### src/rtl/layer_seq_c.sv
// Time-multiplexed layer sequencer: issues per-neuron operands to one shared neuron
// and captures its activations into y_all. Optional argmax tracking: LAYER_SEQ_ARGMAX_EN.
//
// state | meaning
// IDLE  | waiting for start; weight writes accepted
// ISSUE | presenting weights/bias of neuron issue_cnt each enabled cycle
// DRAIN | all neurons issued, waiting for remaining captures
// DONE  | full output vector valid for one enabled cycle
module layer_seq_c #(
    parameter int WIDTH       = 32,
    parameter int NUM_NEURONS = 3,
    parameter int NEURON_LAT  = 3,
    localparam int AW = $clog2(4*NUM_NEURONS),
    localparam int CW = (NUM_NEURONS > 1) ? $clog2(NUM_NEURONS) : 1
) (
    input  logic                         clk,
    input  logic                         rst,
    input  logic                         en,
    input  logic                         start,
    input  logic [WIDTH-1:0]             a_1,
    input  logic [WIDTH-1:0]             a_2,
    input  logic [WIDTH-1:0]             a_3,
    input  logic                         wr_en,
    input  logic [AW-1:0]                wr_addr,
    input  logic [WIDTH-1:0]             wr_data,
    output logic                         n_en,
    output logic [WIDTH-1:0]             n_a_1,
    output logic [WIDTH-1:0]             n_a_2,
    output logic [WIDTH-1:0]             n_a_3,
    output logic [WIDTH-1:0]             n_w_1,
    output logic [WIDTH-1:0]             n_w_2,
    output logic [WIDTH-1:0]             n_w_3,
    output logic [WIDTH-1:0]             n_b,
    input  logic [WIDTH-1:0]             n_y,
    output logic [NUM_NEURONS*WIDTH-1:0] y_all,
    output logic                         busy,
    output logic                         done
`ifdef LAYER_SEQ_ARGMAX_EN
    ,
    output logic [CW-1:0]                max_idx,
    output logic [WIDTH-1:0]             max_val
`endif
);

    typedef enum logic [1:0] {IDLE, ISSUE, DRAIN, DONE} state_t;

    state_t                          state, state_d;
    logic [CW-1:0]                   issue_cnt, cap_cnt;
    logic [NEURON_LAT-1:0]           vpipe, vpipe_d;
    logic [4*NUM_NEURONS*WIDTH-1:0]  wmem;
    logic                            push, capture, last_cap, accept;

    assign n_en     = en;
    assign busy     = (state != IDLE);
    assign done     = (state == DONE);
    assign accept   = en && start && (state == IDLE);
    assign capture  = en && vpipe[NEURON_LAT-1];
    assign last_cap = capture && (cap_cnt == CW'(NUM_NEURONS-1));

    always_comb begin
        state_d = state;
        push    = 1'b0;
        case (state)
            IDLE:  if (start) state_d = ISSUE;
            ISSUE: begin
                push = 1'b1;
                if (issue_cnt == CW'(NUM_NEURONS-1)) state_d = DRAIN;
            end
            DRAIN: state_d = DRAIN;
            DONE:  state_d = IDLE;
            default: state_d = IDLE;
        endcase
        // the final capture wins over any issue-side transition
        if (last_cap) state_d = DONE;
        vpipe_d    = vpipe << 1;
        vpipe_d[0] = push;
    end

    always_comb begin
        n_w_1 = '0;
        n_w_2 = '0;
        n_w_3 = '0;
        n_b   = '0;
        if (state == ISSUE) begin
            for (int k = 0; k < NUM_NEURONS; k++) begin
                if (issue_cnt == CW'(k)) begin
                    n_w_1 = wmem[(4*k+0)*WIDTH +: WIDTH];
                    n_w_2 = wmem[(4*k+1)*WIDTH +: WIDTH];
                    n_w_3 = wmem[(4*k+2)*WIDTH +: WIDTH];
                    n_b   = wmem[(4*k+3)*WIDTH +: WIDTH];
                end
            end
        end
    end

    always_ff @(posedge clk or posedge rst) begin
        if (rst) begin
            state     <= IDLE;
            issue_cnt <= '0;
            cap_cnt   <= '0;
            vpipe     <= '0;
            wmem      <= '0;
            y_all     <= '0;
            n_a_1     <= '0;
            n_a_2     <= '0;
            n_a_3     <= '0;
`ifdef LAYER_SEQ_ARGMAX_EN
            max_idx   <= '0;
            max_val   <= '0;
`endif
        end else if (en) begin
            state <= state_d;
            vpipe <= vpipe_d;
            if (accept) begin
                n_a_1     <= a_1;
                n_a_2     <= a_2;
                n_a_3     <= a_3;
                issue_cnt <= '0;
                cap_cnt   <= '0;
            end
            if (state == ISSUE) issue_cnt <= issue_cnt + 1'b1;
            if (state == IDLE && wr_en) begin
                for (int i = 0; i < 4*NUM_NEURONS; i++) begin
                    if (wr_addr == AW'(i)) wmem[i*WIDTH +: WIDTH] <= wr_data;
                end
            end
            if (capture) begin
                cap_cnt <= cap_cnt + 1'b1;
                for (int k = 0; k < NUM_NEURONS; k++) begin
                    if (cap_cnt == CW'(k)) y_all[k*WIDTH +: WIDTH] <= n_y;
                end
`ifdef LAYER_SEQ_ARGMAX_EN
                // strict compare so ties keep the lower index
                if (cap_cnt == '0 || $signed(n_y) > $signed(max_val)) begin
                    max_idx <= cap_cnt;
                    max_val <= n_y;
                end
`endif
            end
        end
    end

endmodule

### config.mk
export PLATFORM = sky130hd
export DESIGN_NAME = layer_seq_c
export DESIGN_NICKNAME = d
export VERILOG_FILES = /design/src/rtl/layer_seq_c.sv
export SDC_FILE = /design/constraint.sdc
export NUM_CORES = 1
export LEC_CHECK = 0
export BUFFER_PORTS_ARGS = -buffer_cell sky130_fd_sc_hd__buf_2
export CAP_MARGIN = 20
export CORE_MARGIN = 2
export CORE_UTILIZATION = 45
export DETAILED_ROUTE_END_ITERATION = 10
export GPL_TIMING_DRIVEN = 0
export PLACE_DENSITY_LB_ADDON = 0.08
export SYNTH_ARGS = -nofsm -noshare
export SYNTH_HDL_FRONTEND = slang
export SYNTH_SLANG_ARGS = --single-unit
### constraint.sdc
create_clock -name clk -period 19.5 [get_ports clk]
set_input_delay 3.9 -clock clk [delete_from_list [all_inputs] [get_ports clk]]
set_output_delay 3.9 -clock clk [all_outputs]
set_load 0.02 [all_outputs]
==> insert_results.sql, run 1 <==
INSERT INTO impl_metrics (metric_group, metric, value, unit) VALUES
('route', 'drt_drc_violations_left', '0', ''),
('flow_run', 'drv_cap', '0', ''),
('cells_and_area', 'fin_area', '30510', 'sq um'),
('sta', 'slew_headroom', '36.77', '%'),
('route', 'viasPerCell', '5.535', ''),
('critical_path', 'cp.buffers_inverters', '3', ''),
('sta', 'worst-slew-pin-transition', '0.9464', 'ns'),
('cts', 'clock_insertion_delay_worst_skew', '0.59', 'ns'),
('place', 'placement.io_buffers', '490', ''),
('outcome', 'run_status', 'finished, final reports clean', ''),
('cells_and_area', 'ff_latch_area', '14640', 'sq um'),
('cts', 'clock_path_buffers', '3', ''),
('global_routing', 'grt_pass1_wl', '114500', 'microns'),
('route', 'detail_route.wl_per_cell', '24.01', 'microns'),
('route', 'postRouteAntennaNets', '0', ''),
('place', 'detailed_place_hpwl', '54700', 'microns'),
('power', 'switchingPower', '1.776', 'mW'),
('global_routing', 'vias_in_the_first_global_route', '18230', ''),
('floorplan', 'start_util', '45.66', '%'),
('cts', 'cts_tree', 'done', ''),
('critical_path', 'arrival', '4.37', 'ns'),
('cts', 'cts_repair_resize_count', '0', ''),
('cts', 'numCtsBuffers', '66', ''),
('synthesis', 'netlist.area_leader.share', '59.34', '%'),
('power', 'netSwitchingFraction', '36.71', '%'),
('sta', 'report.final.hold_viol_count', '0', ''),
('power', 'seq_power_share', '38.1', '%'),
('sta', 'setup_violations', '0', ''),
('floorplan', 'floorplan.die_area', '56710', 'sq um'),
('min_path', 'worstHoldStart', 'y_all[70]', ''),
('cts', 'holdBufCountCts', '0', ''),
('synthesis', 'syn_area', '24670', 'sq um'),
('route', 'detailroute.via_count', '17530', ''),
('route', 'drt_pre_antenna_iters', '5', ''),
('power', 'power_frac_comb', '35.7', '%'),
('sta', 'timing.setup.tns', '0', 'ns'),
('power', 'cellLeakagePower', '15.16', 'nW'),
('cells_and_area', 'nets', '2597', ''),
('cts', 'cts_max_level', '3', ''),
('cts', 'clock_tree.root_cell', 'clkbuf_16', ''),
('floorplan', 'core', '54030', 'sq um'),
('min_path', 'hold-path-cell-count', '2', ''),
('critical_path', 'cp_common_cell', 'buf_2', ''),
('cts', 'post-cts-setup-buffers', '0', ''),
('critical_path', 'critical-path-top-delay-family', 'buffers and inverters', ''),
('synthesis', 'yosysSeqAreaShare', '59.34', '%'),
('min_path', 'holdCritPathClass', 'reg -> reg', ''),
('synthesis', 'synth.net_count', '2025', ''),
('global_routing', 'remaining_global_route_overflow', '0', ''),
('power', 'power.density', '158.6', 'nW/um^2'),
('critical_path', 'startpoint_type', 'input port', ''),
('floorplan', 'die_height', '238.1', 'microns'),
('min_path', 'hold_path_end', 'y_all[70]', ''),
('floorplan', 'io_pins', '492', ''),
('cts', 'clkSlewWorstSetupHoldPaths', '0.06', 'ns'),
('critical_path', 'critical_path_cell_by_cell', 'buf_2 > buf_4 > buf_2', ''),
('global_routing', 'globalRouteTotalUtil', '26.83', '%'),
('cells_and_area', 'filler_cell_count', '4603', ''),
('sta', 'finalCriticalPeriod', '8.267', 'ns'),
('critical_path', 'rrSetupSlack', '17.16', 'ns'),
('sta', 'fmax', '121.0', 'MHz'),
('synthesis', 'synth_top_cells_by_area', 'dfrtp_1 59%, mux2_2 22%, a221oi_1 4.5%', ''),
('critical_path', 'largest_stage_delay_on_the_critical_path', '0.17', 'ns'),
('synthesis', 'postSynthAreaPerCell', '13.36', 'sq um'),
('critical_path', 'reg2reg_depth', '6', ''),
('global_routing', 'maximum_number_of_pins_on_one_net_before_global_route_repair', '45', ''),
('cells_and_area', 'syn_to_final_growth', '23.67', '%'),
('power', 'share_clk_of_total_power', '26.2', '%'),
('synthesis', 'synth-seq-cells', '585', ''),
('floorplan', 'fp-row-count', '85', ''),
('cts', 'cts_sinks', '585', '');
==> sequential cells by signal, summed over array words and instances, names as in the netlist <==
| signal | flops |
|---|---|
| n_a_2 | 32 |
| state | 2 |
| vpipe | 3 |
| issue_cnt | 2 |
| n_a_3 | 32 |
| y_all | 96 |
| n_a_1 | 32 |
| cap_cnt | 2 |
| wmem | 384 |
==> worst register-to-register path: stages, from the launching register on <==
cell and delay, ns:
dfrtp_1 0.39, inv_1 0.08, ha_1 0.24, and4_1 0.29
nand3_1 0.38, buf_2 0.43, mux2_2 0.39
==> metal layers <==
metal / track usage, % / vias up / wire length [microns]
met5: 0 / - / 80
met1: 34.12 / 9078 / 30840
met4: 9.205 / 12 / 2251
met3: 7.682 / 126 / 5333
met2: 44.08 / 553 / 37550
li1: - / 7759 / -
==> cells by family (layout without fill, tap and decap cells) <==
| kind of cell | count (synthesis) | in the layout | share of synthesized area, % |
|---|---|---|---|
| compound gates | 260 | 260 | 7.237 |
| fa+ha+maj | 10 | 10 | 0.5072 |
| buf+inv | 180 | 799 | 3.175 |
| flops | 585 | 585 | 59.34 |
| mux | 548 | 548 | 25.46 |
| other cells | 0 | 6 | 0 |
| simple gates | 263 | 263 | 4.281 |
==> layout by cell type, fill, tap and decap left out, types with 3 or more instances in the layout <==
cell type / synthesis / routed
mux2_4: 30 / 30
bufinv_16: 0 / 3
nor2_1: 133 / 133
buf_2: 44 / 534
mux2_1: 33 / 33
clkbuf_1: 105 / 120
buf_12: 0 / 14
clkbuf_8: 0 / 19
inv_1: 10 / 9
clkbuf_16: 0 / 70
buf_4: 8 / 8
clkinv_2: 0 / 6
dfrtp_1: 585 / 585
diode_2: 0 / 6
nand3_1: 11 / 11
nand2_1: 106 / 106
and4b_1: 3 / 3
a221oi_1: 128 / 128
mux2_2: 483 / 483
ha_1: 10 / 10
buf_6: 3 / 3
o21ai_0: 131 / 131
buf_1: 9 / 9
==> worst max-delay path by stage <==
stage,to,cells past startpoint,slack (ns),start
2_1_floorplan,cap_cnt[0],1,7.63,rst
3_3_place_gp,n_a_1[25],2,4.34,rst
3_5_place_dp,n_en,3,11.22,en
4_1_cts,n_en,3,11.22,en
5_1_grt,n_en,3,11.20,en
6_report,n_en,3,11.23,en
==> Yosys cell counts <==
| cell | n |
|---|---|
| a221oi_1 | 128 |
| o221ai_1 | 1 |
| mux2_2 | 483 |
| and3_1 | 2 |
| nor2_1 | 133 |
| nor3_1 | 1 |
| mux2i_1 | 2 |
| buf_1 | 9 |
| mux2_1 | 33 |
| buf_6 | 3 |
| dfrtp_1 | 585 |
| ha_1 | 10 |
| nor2b_1 | 2 |
| nand2_1 | 106 |
| nand3_1 | 11 |
| o21ai_0 | 131 |
| nand3_2 | 2 |
| inv_1 | 10 |
| buf_2 | 44 |
| and4_1 | 1 |
| nor3b_1 | 2 |
| buf_4 | 8 |
| inv_2 | 1 |
| clkbuf_1 | 105 |
| mux2_4 | 30 |
| and4b_1 | 3 |
==> stage by stage <==
| step | setup slack [ns] | total power [mW] | std cells | hold WS [ns] | util, % |
|---|---|---|---|---|---|
| after global routing | 11.20 | 5.090 | 3167 | 0.4906 | 56.47 |
| final | 11.23 | 4.837 | 3167 | 0.4677 | 56.47 |
| after global placement | 4.336 | 3.543 | 3032 | 0.4548 | 51.82 |
| after CTS | 11.22 | 4.869 | 3161 | 0.4717 | 56.44 |
| after floorplan | 7.627 | 2.926 | 1846 | 0.4524 | - |
| after detailed placement | 11.22 | 3.587 | 3046 | 0.4574 | 52.34 |
==> power by group through the flow <==
stage               clock (mW)  combinational, mW  sequential, mW
floorplan                    0              0.859            2.07
global placement             0               1.70            1.84
detailed placement           0               1.73            1.85
CTS                       1.29               1.74            1.84
global route              1.34               1.85            1.89
finish                    1.27               1.73            1.84
==> cell type report <==
type / count / share of cell area (%)
Antenna cell: 6 / 0.04921
Buffer: 169 / 2.432
Clock buffer: 104 / 6.783
Clock inverter: 11 / 0.4839
Inverter: 11 / 0.1476
Multi-Input combinational cell: 1081 / 30.31
Sequential cell: 585 / 47.98
Tap cell: 696 / 2.854
Timing Repair Buffer: 504 / 8.957
Note: power is estimated with default switching activity, not from simulation.
==> run 2, diff against run 1 <==
ABC_AREA = 1   (was not set)
clock period = 8.6 ns   (was 19.5 ns; I/O delays follow)
==> run 2 against run 1 <==
  * Area after synthesis up 3.1%
  * Die area up 3.0%
  * Largest cell class unchanged
  * Largest power group unchanged
  * Routed wire length up 21%
  * Via count up 38%
==> insert_results.sql, run 2 <==
INSERT INTO impl_metrics (metric_group, metric, value, unit) VALUES
('cts', 'clock_insertion_delay_worst_skew', '0.60', 'ns'),
('synthesis', 'ys_async_rst_share', '100.0', '%'),
('cells_and_area', 'post_route_cells_drive_above_1_share', '18.10', '%'),
('critical_path', 'startpoint_type', 'flop', ''),
('sta', 'grt_setup_unrepaired', 'false', ''),
('synthesis', 'postSynthAreaPerCell', '8.263', 'sq um'),
('floorplan', 'io_pins', '492', ''),
('synthesis', 'synth_cell_type_count', '20', ''),
('cells_and_area', 'most_common_library_cell_in_the_layout_ignoring_fill_and_taps', 'nand2_1', ''),
('global_routing', 'vias_in_the_first_global_route', '23550', ''),
('sta', 'report.final.hold_viol_count', '0', ''),
('sta', 'fmax', '181.1', 'MHz'),
('global_routing', 'maximum_number_of_pins_on_one_net_before_global_route_repair', '45', ''),
('synthesis', 'netlist.area_leader.share', '57.58', '%'),
('power', 'power_frac_comb', '36.0', '%'),
('sta', 'worst-slew-pin-transition', '1.078', 'ns'),
('sta', 'setup_violations', '0', ''),
('outcome', 'run_status', 'finished, final reports clean', ''),
('place', 'place_congestion', '0.9191', ''),
('synthesis', 'syn_area', '25420', 'sq um'),
('power', 'power.density', '352.0', 'nW/um^2'),
('min_path', 'holdCritPathClass', 'reg -> reg', ''),
('synthesis', 'synth-edff-count', '0', ''),
('floorplan', 'fp-row-count', '87', ''),
('global_routing', 'grt_pass1_wl', '141500', 'microns'),
('critical_path', 'arrival', '3.80', 'ns'),
('synthesis', 'synth_area_leader_cell', 'dfrtp_1', ''),
('power', 'vdd.ir_drop.worst', '222.8', 'uV'),
('sta', 'finalCriticalPeriod', '5.520', 'ns'),
('cells_and_area', 'syn_to_final_growth', '23.05', '%'),
('critical_path', 'critical_path.slowest_cell', 'clkbuf_1', ''),
('route', 'drtIter0Drc', '2328', ''),
('synthesis', 'syn_inst', '3077', ''),
('floorplan', 'floorplan.die_area', '58420', 'sq um'),
('critical_path', 'critPathCaptureType', 'primary output', ''),
('route', 'drt_pre_antenna_iters', '5', ''),
('route', 'detail_route.wl_per_cell', '20.70', 'microns'),
('cts', 'clock_path_buffers', '3', ''),
('cells_and_area', 'layout.core_utilization', '55.70', '%'),
('floorplan', 'die_height', '241.7', 'microns'),
('power', 'switchingPower', '4.481', 'mW'),
('floorplan', 'die_width', '241.7', 'microns'),
('synthesis', 'synth.net_count', '3256', ''),
('cts', 'clock_tree.root_cell', 'clkbuf_16', ''),
('cts', 'cts_sinks', '585', ''),
('critical_path', 'setup.worst_path.class', 'reg -> out', ''),
('power', 'share_clk_of_total_power', '25.6', '%'),
('synthesis', 'ys_top_cells_by_count', '1058 x nand2_1, 585 x dfrtp_1, 417 x o21ai_0, 295 x nand3_1, 257 x a21oi_1', ''),
('cts', 'cts_repair_resize_count', '0', ''),
('cts', 'clkSlewWorstSetupHoldPaths', '0.06', 'ns'),
('global_routing', 'globalRouteTotalUtil', '31.22', '%'),
('global_routing', 'remaining_global_route_overflow', '0', ''),
('synthesis', 'synth_top_cells_by_area', 'dfrtp_1 58%, nand2_1 16%, o21ai_0 8.2%', ''),
('critical_path', 'timing.critical_path.required', '6.88', 'ns'),
('cells_and_area', 'largest_register_ffs', '384', ''),
('power', 'intPower', '6.532', 'mW'),
('global_routing', 'antenna_found_initial', '3', ''),
('cells_and_area', 'mostFrequentLayoutCells', '1058 x nand2_1, 585 x dfrtp_1, 535 x buf_2', ''),
('critical_path', 'cp_common_cell', 'clkbuf_1', ''),
('synthesis', 'ys_dominant_reg_cell', 'dfrtp_1', ''),
('critical_path', 'timing.critical_path.fanout_max', '10', ''),
('critical_path', 'largest_stage_delay_on_the_critical_path', '0.83', 'ns'),
('sta', 'skew', '0.01543', 'ns'),
('sta', 'layout_worst_path_cycle_share', '64.19', '%'),
('critical_path', 'critical_path_cell_by_cell', 'inv_1 > ha_1 > clkbuf_1 > clkbuf_1 > o21ai_0 > a21oi_1 > buf_2', ''),
('place', 'detailed_place_hpwl', '66170', 'microns'),
('sta', 'timing.hold.ws', '0.4657', 'ns'),
('place', 'dp_worst_setup_slack', '3.909', 'ns'),
('flow_run', 'drv_cap', '0', ''),
('cts', 'cts_tree', 'done', ''),
('sta', 'final_max_slew_viol_count', '0', ''),
('floorplan', 'core', '56170', 'sq um'),
('synthesis', 'ys.warnings.count', '0', ''),
('route', 'postRouteAntennaNets', '0', ''),
('sta', 'worst_slack', '3.080', 'ns'),
('sta', 'slew_headroom', '28.16', '%'),
('route', 'drt_drc_violations_left', '0', ''),
('synthesis', 'yosysSeqAreaShare', '57.58', '%'),
('cts', 'cts_max_level', '3', ''),
('route', 'route.final.wire_length', '92220', 'microns'),
('route', 'detailroute.via_count', '24140', ''),
('cts', 'numCtsBuffers', '66', ''),
('power', 'netSwitchingFraction', '40.69', '%'),
('power', 'cellLeakagePower', '16.69', 'nW'),
('cells_and_area', 'largest_register', 'wmem', ''),
('power', 'seq_power_share', '38.4', '%'),
('cts', 'holdBufCountCts', '0', ''),
('place', 'placement.io_buffers', '490', ''),
('cts', 'post-cts-setup-buffers', '0', ''),
('route', 'viasPerCell', '5.419', ''),
('cells_and_area', 'layout_top_registers', 'wmem x384, y_all x96', ''),
('floorplan', 'start_util', '45.26', '%'),
('synthesis', 'synth.most_common_cell', 'nand2_1', ''),
('synthesis', 'synth-seq-cells', '585', ''),
('cells_and_area', 'nets', '3829', ''),
('power', 'power.total', '11.01', 'mW');
==> run 2: changes by cell type in the layout (fill, tap and decap cells not counted), moves of 30 or more <==
cell,previous run,this run
nand2_1,106,1058
nand3_1,11,295
clkbuf_1,120,201
a21oi_1,0,257
nor2_1,133,8
a221oi_1,128,0
inv_1,9,179
o21ai_0,131,417
mux2_1,33,0
mux2_4,30,0
mux2_2,483,1
==> run 2: kinds of logic (layout without fill, tap and decap cells) <==
logic type,Yosys count,count (layout),share of synthesized area [%]
AOI/OAI and AO/OA,677,677,13.33
adders and majority gates,10,10,0.4921
muxes,1,1,0.04429
other,0,3,0
and+or+nand+nor,1369,1369,21.83
buffers and inverters,435,1054,6.732
DFF,585,585,57.58
==> run 2: per-stage QoR <==
| step | instance area, sq um | std cells | setup TNS (ns) |
|---|---|---|---|
| 3_3_place_gp | 28830 | 4323 | -2517.69 |
| 5_1_grt | 31290 | 4455 | 0 |
| 6_report | 31290 | 4455 | 0 |
| 3_5_place_dp | 29130 | 4338 | 0 |
| 4_1_cts | 31280 | 4452 | 0 |
| 2_1_floorplan | 25430 | 3077 | -639.65 |
==> run 2: critical path, delay by kind of cell, from the launching register on <==
kind / cells / cell delay [ns]
compound gates: 2 / 0.64
fa+ha+maj: 1 / 0.49
buf+inv: 4 / 1.68
flops: 1 / 0.40
==> run 2: cell type report <==
type,count,area (sq um)
inverter,184,694.4
timing repair buffer,505,2753
sequential,585,14640
clock buffer,99,2022
multi-input combinational,2057,9074
antenna,3,7.507
fill,5322,24880
clock inverter,15,128.9
tap,756,945.9
buffer,251,1021
==> run 2: per-layer routing <==
metal | global-route usage (%) | part of all wire [%]
met1 | 43.68 | 42
met2 | 47.81 | 45
met3 | 6.304 | 8.8
met4 | 12.55 | 4.0
met5 | 0 | 0
==> run 2: final timing paths <==
| kind | start | end | slack, ns | cells past startpoint |
|---|---|---|---|---|
| max | state[1] | n_w_2[29] | 3.08 | 7 |
| min | wmem[279] | wmem[279] | 0.47 | 2 |
| max reg2reg | state[1] | state[1] | 5.85 | 8 |
| min reg2reg | wmem[279] | wmem[279] | 0.47 | 2 |
| max in group asynchronous | rst | y_all[36] | 5.24 | 8 |
| min in group asynchronous | rst | n_a_1[17] | 1.31 | 2 |
==> run 2: power by group through the flow <==
stage / Clock [mW] / Sequential [mW] / Combinational, mW
after floorplan: 0 / 4.69 / 1.88
after global routing: 2.97 / 4.34 / 4.33
after detailed placement: 0 / 4.25 / 3.94
after global placement: 0 / 4.24 / 3.84
after CTS: 2.86 / 4.22 / 3.95
final: 2.82 / 4.23 / 3.96
